File: src/rtl/md_issue_ctrl.sv
// rtl/md_issue_ctrl.sv - E-stage issue/hazard controller for the HI/LO multiply/divide unit
// Optional busy cross-check against the unit's Busy is enabled by defining MD_CHECK_EN.
module md_issue_ctrl #(
    parameter int MULT_CYC = 4,
    parameter int DIV_CYC  = 9
) (
    input  logic        clk,
    input  logic        reset,
    input  logic [31:0] instr_d,
    input  logic [31:0] instr_e,
    input  logic        ex_flush,
    input  logic        md_busy,
    output logic [31:0] instr_md_e,
    output logic [2:0]  md_op_e,
    output logic        md_start_e,
    output logic        stall_d,
    output logic        md_busy_q,
    output logic        md_err
);

    localparam logic [5:0] F_MFHI  = 6'b010000;
    localparam logic [5:0] F_MTHI  = 6'b010001;
    localparam logic [5:0] F_MFLO  = 6'b010010;
    localparam logic [5:0] F_MTLO  = 6'b010011;
    localparam logic [5:0] F_MULT  = 6'b011000;
    localparam logic [5:0] F_MULTU = 6'b011001;
    localparam logic [5:0] F_DIV   = 6'b011010;
    localparam logic [5:0] F_DIVU  = 6'b011011;

    localparam logic [3:0] MULT_CNT = 4'(MULT_CYC);
    localparam logic [3:0] DIV_CNT  = 4'(DIV_CYC);

    typedef enum logic [1:0] {
        IDLE = 2'd0,
        MULT = 2'd1,
        DIV  = 2'd2
    } state_t;

    state_t     state, state_nx;
    logic [3:0] cnt, cnt_nx;

    logic       special_e, special_d;
    logic [2:0] op_raw_e;
    logic       is_mul_e, is_div_e;
    logic       md_class_d;

    assign special_e = (instr_e[31:26] == 6'b000000);
    assign special_d = (instr_d[31:26] == 6'b000000);

    always_comb begin
        op_raw_e = 3'b000;
        is_mul_e = 1'b0;
        is_div_e = 1'b0;
        if (special_e) begin
            case (instr_e[5:0])
                F_MULT:  begin op_raw_e = 3'b001; is_mul_e = 1'b1; end
                F_MULTU: begin op_raw_e = 3'b010; is_mul_e = 1'b1; end
                F_DIV:   begin op_raw_e = 3'b011; is_div_e = 1'b1; end
                F_DIVU:  begin op_raw_e = 3'b100; is_div_e = 1'b1; end
                F_MTLO:  op_raw_e = 3'b101;
                F_MTHI:  op_raw_e = 3'b110;
                default: op_raw_e = 3'b000;
            endcase
        end
    end

    // mfhi/mflo carry no op code but still read HI/LO, so they count for the D-stage hazard.
    always_comb begin
        md_class_d = 1'b0;
        if (special_d) begin
            case (instr_d[5:0])
                F_MFHI, F_MTHI, F_MFLO, F_MTLO,
                F_MULT, F_MULTU, F_DIV, F_DIVU: md_class_d = 1'b1;
                default:                        md_class_d = 1'b0;
            endcase
        end
    end

    assign instr_md_e = ex_flush ? 32'h0 : instr_e;
    assign md_op_e    = ex_flush ? 3'b000 : op_raw_e;
    assign md_start_e = ~ex_flush & (is_mul_e | is_div_e);

    assign md_busy_q  = (state != IDLE);
    assign stall_d    = md_class_d & (md_start_e | md_busy_q);

    always_ff @(posedge clk) begin
        if (reset) begin
            state <= IDLE;
            cnt   <= 4'd0;
        end else begin
            state <= state_nx;
            cnt   <= cnt_nx;
        end
    end

    // A start seen while already busy is ignored: only IDLE looks at md_start_e.
    always_comb begin
        state_nx = state;
        cnt_nx   = cnt;
        case (state)
            IDLE: begin
                if (md_start_e) begin
                    if (is_mul_e) begin
                        state_nx = MULT;
                        cnt_nx   = MULT_CNT;
                    end else begin
                        state_nx = DIV;
                        cnt_nx   = DIV_CNT;
                    end
                end
            end
            MULT, DIV: begin
                if (cnt <= 4'd1) begin
                    state_nx = IDLE;
                    cnt_nx   = 4'd0;
                end else begin
                    cnt_nx   = cnt - 4'd1;
                end
            end
            default: begin
                state_nx = IDLE;
                cnt_nx   = 4'd0;
            end
        endcase
    end

    logic [19:0] unused_instr_d;
    assign unused_instr_d = instr_d[25:6];

`ifdef MD_CHECK_EN
    logic err_q;

    // Sticky: a single-cycle disagreement is enough to flag a hung or early-finishing unit.
    always_ff @(posedge clk) begin
        if (reset) begin
            err_q <= 1'b0;
        end else if (md_busy != md_busy_q) begin
            err_q <= 1'b1;
        end
    end

    assign md_err = err_q;
`else
    logic unused_md_busy;
    assign unused_md_busy = md_busy;
    assign md_err         = 1'b0;
`endif

endmodule

File: config.mk
export PLATFORM = sky130hd
export DESIGN_NAME = md_issue_ctrl
export DESIGN_NICKNAME = d
export VERILOG_FILES = /design/src/rtl/md_issue_ctrl.sv
export SDC_FILE = /design/constraint.sdc
export NUM_CORES = 1
export LEC_CHECK = 0
export ABC_AREA = 0
export BUFFER_PORTS_ARGS = -buffer_cell sky130_fd_sc_hd__buf_2
export CAP_MARGIN = 20
export CORE_AREA = 2 2 59 47
export DETAILED_ROUTE_END_ITERATION = 7
export DIE_AREA = 0 0 61 49
export PLACE_DENSITY = 0.83
export SLEW_MARGIN = 30
export SYNTH_ARGS = -nofsm -noshare
export SYNTH_HDL_FRONTEND = slang
export SYNTH_SLANG_ARGS = --single-unit
File: constraint.sdc
create_clock -name clk -period 6.4 [get_ports clk]
set_clock_uncertainty 0.05 [all_clocks]
set_input_delay 0.64 -clock clk [delete_from_list [all_inputs] [get_ports clk]]
set_output_delay 0.64 -clock clk [all_outputs]
set_load 0.05 [all_outputs]
==> flow_metrics.tcl, run 1 <==
set metrics [dict create \
    start_util_pct 30.4 \
    critPathArrivalTime_ps 2240 \
    synthSimpleGateAreaFrac_pct 53.8 \
    die_h_microns 49 \
    coreArea_sq_um 2460 \
    clkTransAtPathRegs_ps 50 \
    holdCritPathClass "register to register" \
    synth_compound_area_share_pct 12.9 \
    finalHoldViolCount 0 \
    finalPower_mw 0.178 \
    cp_top_family "simple AND/OR/NAND/NOR gates" \
    period_minus_slack_ps 2930 \
    io_pins 107 \
    tns_ps 0 \
    rsz0062_at_grt "no" \
    synthMuxAreaShare_pct 1.34 \
    ir_drop_v 0.0000986 \
    p_leak_nw 0.626 \
    netlist_area_sq_um 749 \
    async_flop_share_pct 0 \
    grt.total_usage_pct 14.5 \
    place_congestion 0.736 \
    crit_path_frequent_cell "buf_2" \
    crit_chain "buf_2 > or4_4 > or3b_2 > nor3_1 > buf_2" \
    cts_tree "done" \
    portBuffers 81 \
    status "completed" \
    first_pass_iters 4 \
    power_density_nw_per_um2 149 \
    worstMarginPinSlew_ps 572 \
    drt_wl_total_mm 2.22 \
    crit_path_end_kind "output pin" \
    synth-edff-count 0 \
    startpoint_type "input port" \
    cp_slowest_cell "or4_4" \
    maxCapViolCount 0 \
    cts_buffers 3 \
    setup_violations 0 \
    fp.dieW_microns 61 \
    synth_xor_xnor_area_share_pct 2.34 \
    netlist_instances 100 \
    grt_pass1_wl_mm 3.42 \
    cp_max_fo 3 \
    diodes 0 \
    antenna_found_initial 0 \
    cts-root-buf "clkbuf_4" \
    synth_top_family_by_area "simple AND/OR/NAND/NOR gates" \
    detailed_place_hpwl_mm 1.89 \
    synthFlopType "dfxtp_1" \
    ys_seq_elements 6 \
    dp_cells 212 \
    post_cts_buffers 0 \
    cts-resized-gates 0 \
    synth_adder_area_share_pct 6.68 \
    yosysWarnings 0 \
    ant_nets 0 \
    cpPeakStageDelay_ps 560 \
    worstPathRequired_ps 5710 \
    area_delta_synth_final_pct 59.1 \
    synth_area_per_cell_sq_um 7.49 \
    grt_pass1_vias 776 \
    cts_hold_buf 0 \
    grt-ovfl-total 0 \
    drive_gt1_share_pct 50.3 \
    crit_type "input port to output pin" \
    cts_sinks 6 \
    relSlewSlack_pct 61.9 \
    num_rows 16 \
    final_area_sq_um 1190 \
    num-nets-final 253 \
    drtIter0Drc 22 \
    vias 922 \
    grt_max_degree 35 \
    drcViolationCount 0 \
    yosysUniqueCellTypes 35 \
    final_cells 215 \
    maxSlewViolCount 0 \
    path_buf_inv 2 \
    clockBufferDepth 2 \
    place_area_sq_um 1170 \
    worstSkewPairLatency_ps 250 \
    fmax_mhz 341 \
    dieArea_sq_um 2990 \
    post-route-period-util_pct 45.8 \
    routedWlPerCell_microns 10.3 \
    fin_util_pct 48.4 \
    ys_seq_area_share_pct 16.0 \
    htree_levels 1 \
    synthesis.nets 172 \
    vias_per_cell 4.29 \
]
==> flip-flops by register name, indices dropped and copies added, names as in the netlist <==
| name | flops |
|---|---|
| state | 2 |
| cnt | 4 |
==> cells in the mapped netlist (all sizes together) (2+ instances only) <==
cell type,n,area [sq um]
a21oi,3,18.8
or3,2,12.5
clkbuf,3,11.3
or4,4,33.8
nor3,3,15.0
nor2b,33,206
buf,2,18.8
o31ai,3,22.5
o21ai,3,15.0
nand2,4,15.0
xor2,2,17.5
a21boi,2,15.0
nand3b,2,15.0
inv,5,18.8
dfxtp,6,120
ha,4,50.1
nor2,4,15.0
==> stage by stage <==
stage | worst slack [ps] | hold WS [ps]
after floorplan | 2970 | 389
after global placement | 3470 | 412
after detailed placement | 3470 | 419
after CTS | 3470 | 425
after global routing | 3430 | 452
final | 3470 | 419
==> kinds of logic after synthesis <==
group,count (synthesis)
AOI/OAI and AO/OA,14
and+or+nand+nor,62
buffers and inverters,10
xor gates and xnor gates,2
adders and majority gates,4
muxes,1
other,1
DFF,6
==> cell type report <==
type / instances / area, sq um
fill: 257 / 1270
multi-input combinational: 84 / 581
timing repair buffer: 81 / 405
sequential: 6 / 120
tap: 36 / 45.0
clock buffer: 3 / 22.5
inverter: 5 / 18.8
==> layer usage <==
layer / vias to the layer above / routed length, microns / global-route usage, %
met5: - / 0 / 0
met3: 0 / 93 / 3.18
met2: 21 / 1080 / 23.1
li1: 499 / - / -
met1: 402 / 1040 / 20.2
met4: 0 / 0 / 2.17
==> cell usage in the layout, fill, tap and decap left out <==
master    instances
nor2b_1          33
or4_4             1
dfxtp_1           6
nor3_1            3
o31a_1            1
ha_1              4
buf_2            81
and3_1            1
or3_1             2
nor3b_1           1
nand2b_1          1
a21boi_0          2
and2_1            1
nor4b_4           1
a211o_1           1
or4b_2            1
xor2_1            2
or3b_2            1
nand2_1           4
nand3b_1          2
mux2i_1           1
o21a_1            1
a21oi_2           1
nand4b_1          1
conb_1            1
clkbuf_4          3
inv_1             5
or2_2             1
or4_1             3
nor2_1            4
nor4_1            1
o21ai_0           3
a21oi_1           2
o31ai_1           3
==> tightest hold or removal path: cells and delay by family (launching register included) <==
family / cells / cell delay [ps]
flip-flops: 1 / 320
AND/OR/NAND/NOR: 1 / 60
AO/OA/AOI/OAI: 1 / 50
==> power breakdown <==
group / internal (mW) / leakage (nW) / switching [mW]
clock: 0.0212 / 0.0138 / 0.0140
combinational: 0.0311 / 0.564 / 0.0685
sequential: 0.0404 / 0.0485 / 0.00250
==> final timing paths <==
kind / end / cells past startpoint / start / slack [ps]
min reg2reg: cnt[1] / 2 / cnt[1] / 420
max: md_op_e[1] / 5 / instr_e[28] / 3470
min: cnt[1] / 2 / cnt[1] / 420
max reg2reg: state[0] / 7 / state[0] / 4020
No activity file was read; power rests on OpenSTA's default activity.
==> inputs of run 2 (changes only) <==
--- a/config.mk
+++ b/config.mk
@@ -8,10 +8,10 @@
 export ABC_AREA = 0
 export BUFFER_PORTS_ARGS = -buffer_cell sky130_fd_sc_hd__buf_2
 export CAP_MARGIN = 20
-export CORE_AREA = 2 2 59 47
+export CORE_AREA = 2 2 64 51
 export DETAILED_ROUTE_END_ITERATION = 7
-export DIE_AREA = 0 0 61 49
-export PLACE_DENSITY = 0.83
+export DIE_AREA = 0 0 66 53
+export PLACE_DENSITY = 0.75
 export SLEW_MARGIN = 30
 export SYNTH_ARGS = -nofsm -noshare
 export SYNTH_HDL_FRONTEND = slang
==> constraint.sdc (replaced) <==
create_clock -name clk -period 2.6 [get_ports clk]
set_clock_uncertainty 0.05 [all_clocks]
set_input_delay 0.26 -clock clk [delete_from_list [all_inputs] [get_ports clk]]
set_output_delay 0.26 -clock clk [all_outputs]
set_load 0.05 [all_outputs]
==> flow_metrics.tcl, run 2 (same netlist as run 1, synthesis figures left out) <==
set metrics [dict create \
    crit_path_end_kind "register" \
    cts-root-buf "clkbuf_8" \
    cts_sinks 6 \
    cts-resized-gates 0 \
    first_pass_iters 4 \
    holdCritPathClass "input port to register" \
    finalHoldViolCount 0 \
    tns_ps 0 \
    fillCellCount 310 \
    clkTransAtPathRegs_ps 40 \
    grt_max_degree 34 \
    fp.dieW_microns 66 \
    reg2reg_from "state[0]" \
    portBuffers 81 \
    post-route-period-util_pct 90.1 \
    detailed_place_hpwl_mm 1.98 \
    dieArea_sq_um 3500 \
    hold_ws_ps 241 \
    grt.total_usage_pct 11.7 \
    drive_gt1_share_pct 51.1 \
    regToRegEndpoint "state[0]" \
    grt_pass1_wl_mm 3.17 \
    start_util_pct 26.3 \
    cpPeakStageDelay_ps 670 \
    critPathCapture "state[0]" \
    largest_reg_flops 4 \
    io_pins 107 \
    grt_pass1_vias 696 \
    critPathArrivalTime_ps 2430 \
    clockBufferDepth 2 \
    cp_slowest_cell "or4b_2" \
    crit_chain "inv_1 > ha_1 > inv_1 > or4b_2 > or4_1 > or4_1 > o31ai_1" \
    fmax_mhz 427 \
    crit_type "register to register" \
    largest_register "cnt" \
    min_delay_path_depth 2 \
    drcViolationCount 0 \
    startpoint_type "register" \
    htree_levels 1 \
    p_leak_nw 0.639 \
    maxSlewViolCount 0 \
    top_regs "cnt (4), state (2)" \
    vias 925 \
    routedWlPerCell_microns 10.6 \
    power_density_nw_per_um2 402 \
    vias_per_cell 4.24 \
    die_h_microns 53 \
    maxCapViolCount 0 \
    grt-ovfl-total 0 \
    drt_wl_total_mm 2.31 \
    period_minus_slack_ps 2340 \
    area_delta_synth_final_pct 63.6 \
    cts_buffers 3 \
    cts_tree "done" \
    num_rows 17 \
    rsz0062_at_grt "no" \
    critPathLaunch "state[0]" \
    diodes 0 \
    cp_max_fo 3 \
    cts_hold_buf 0 \
    ant_nets 0 \
    num-nets-final 254 \
    worstPathRequired_ps 2690 \
    final_common_cell "buf_2" \
    rr_worst_depth 7 \
    coreArea_sq_um 2850 \
    final_cell_mix "81 x buf_2, 33 x nor2b_1, 6 x dfxtp_1" \
    place_congestion 0.694 \
    status "completed" \
    antenna_found_initial 0 \
    drtIter0Drc 26 \
    ir_drop_v 0.000249 \
    worstSkewPairLatency_ps 220 \
    post_cts_buffers 0 \
    r2r_slack_ps 260 \
    setup_violations 0 \
]
[run 2: worst max-delay path, delay by kind of cell (launching register included)]
family / cells / cell delay (ps)
AO/OA/AOI/OAI: 1 / 70
AND/OR/NAND/NOR: 3 / 1520
adder cells (fa/ha/maj): 1 / 160
flip-flops: 1 / 310
buffers and inverters: 2 / 140
[run 2: layout make-up]
class | instances | area, sq um | area share [%]
multi-input combinational | 84 | 586 | 47.8
timing repair buffer | 82 | 413 | 33.7
clock buffer | 3 | 41.3 | 3.37
inverter | 5 | 18.8 | 1.53
sequential | 6 | 120 | 9.80
tap | 38 | 47.5 | 3.88
[run 2: routing by layer]
| metal | up-vias | GRT usage [%] | share of wire, % |
|---|---|---|---|
| li1 | 501 | - | - |
| met1 | 388 | 17.0 | 48 |
| met2 | 31 | 17.2 | 47 |
| met3 | 5 | 1.91 | 4.5 |
| met4 | 0 | 4.08 | 0.99 |
| met5 | - | 0 | 0 |
[run 2: report_power, final]
part	leakage [nW]	switching [mW]	total, mW	internal [mW]
sequential	0.0485	0.00603	0.106	0.0998
combinational	0.569	0.171	0.249	0.0775
clock	0.0216	0.0397	0.139	0.0994
[run 2: through the flow]
stage          power [mW]  instance area [sq um]  std cells  worst slack [ps]  utilization, %
2_1_floorplan       0.286                    754        100               169               -
3_3_place_gp        0.355                   1180        215               257            41.6
3_5_place_dp        0.356                   1180        215               264            41.6
4_1_cts             0.499                   1230        218               250            43.0
5_1_grt             0.522                   1230        218               165            43.0
6_report            0.493                   1230        218               257            43.0
[run 2: worst min-delay path by stage]
stage | from | endpoint | slack [ps]
floorplan | reset | cnt[1] | 280
CTS | reset | cnt[1] | 240
global route | reset | cnt[1] | 270
detailed placement | cnt[1] | cnt[1] | 420
finish | reset | cnt[1] | 240
global placement | cnt[1] | cnt[1] | 410
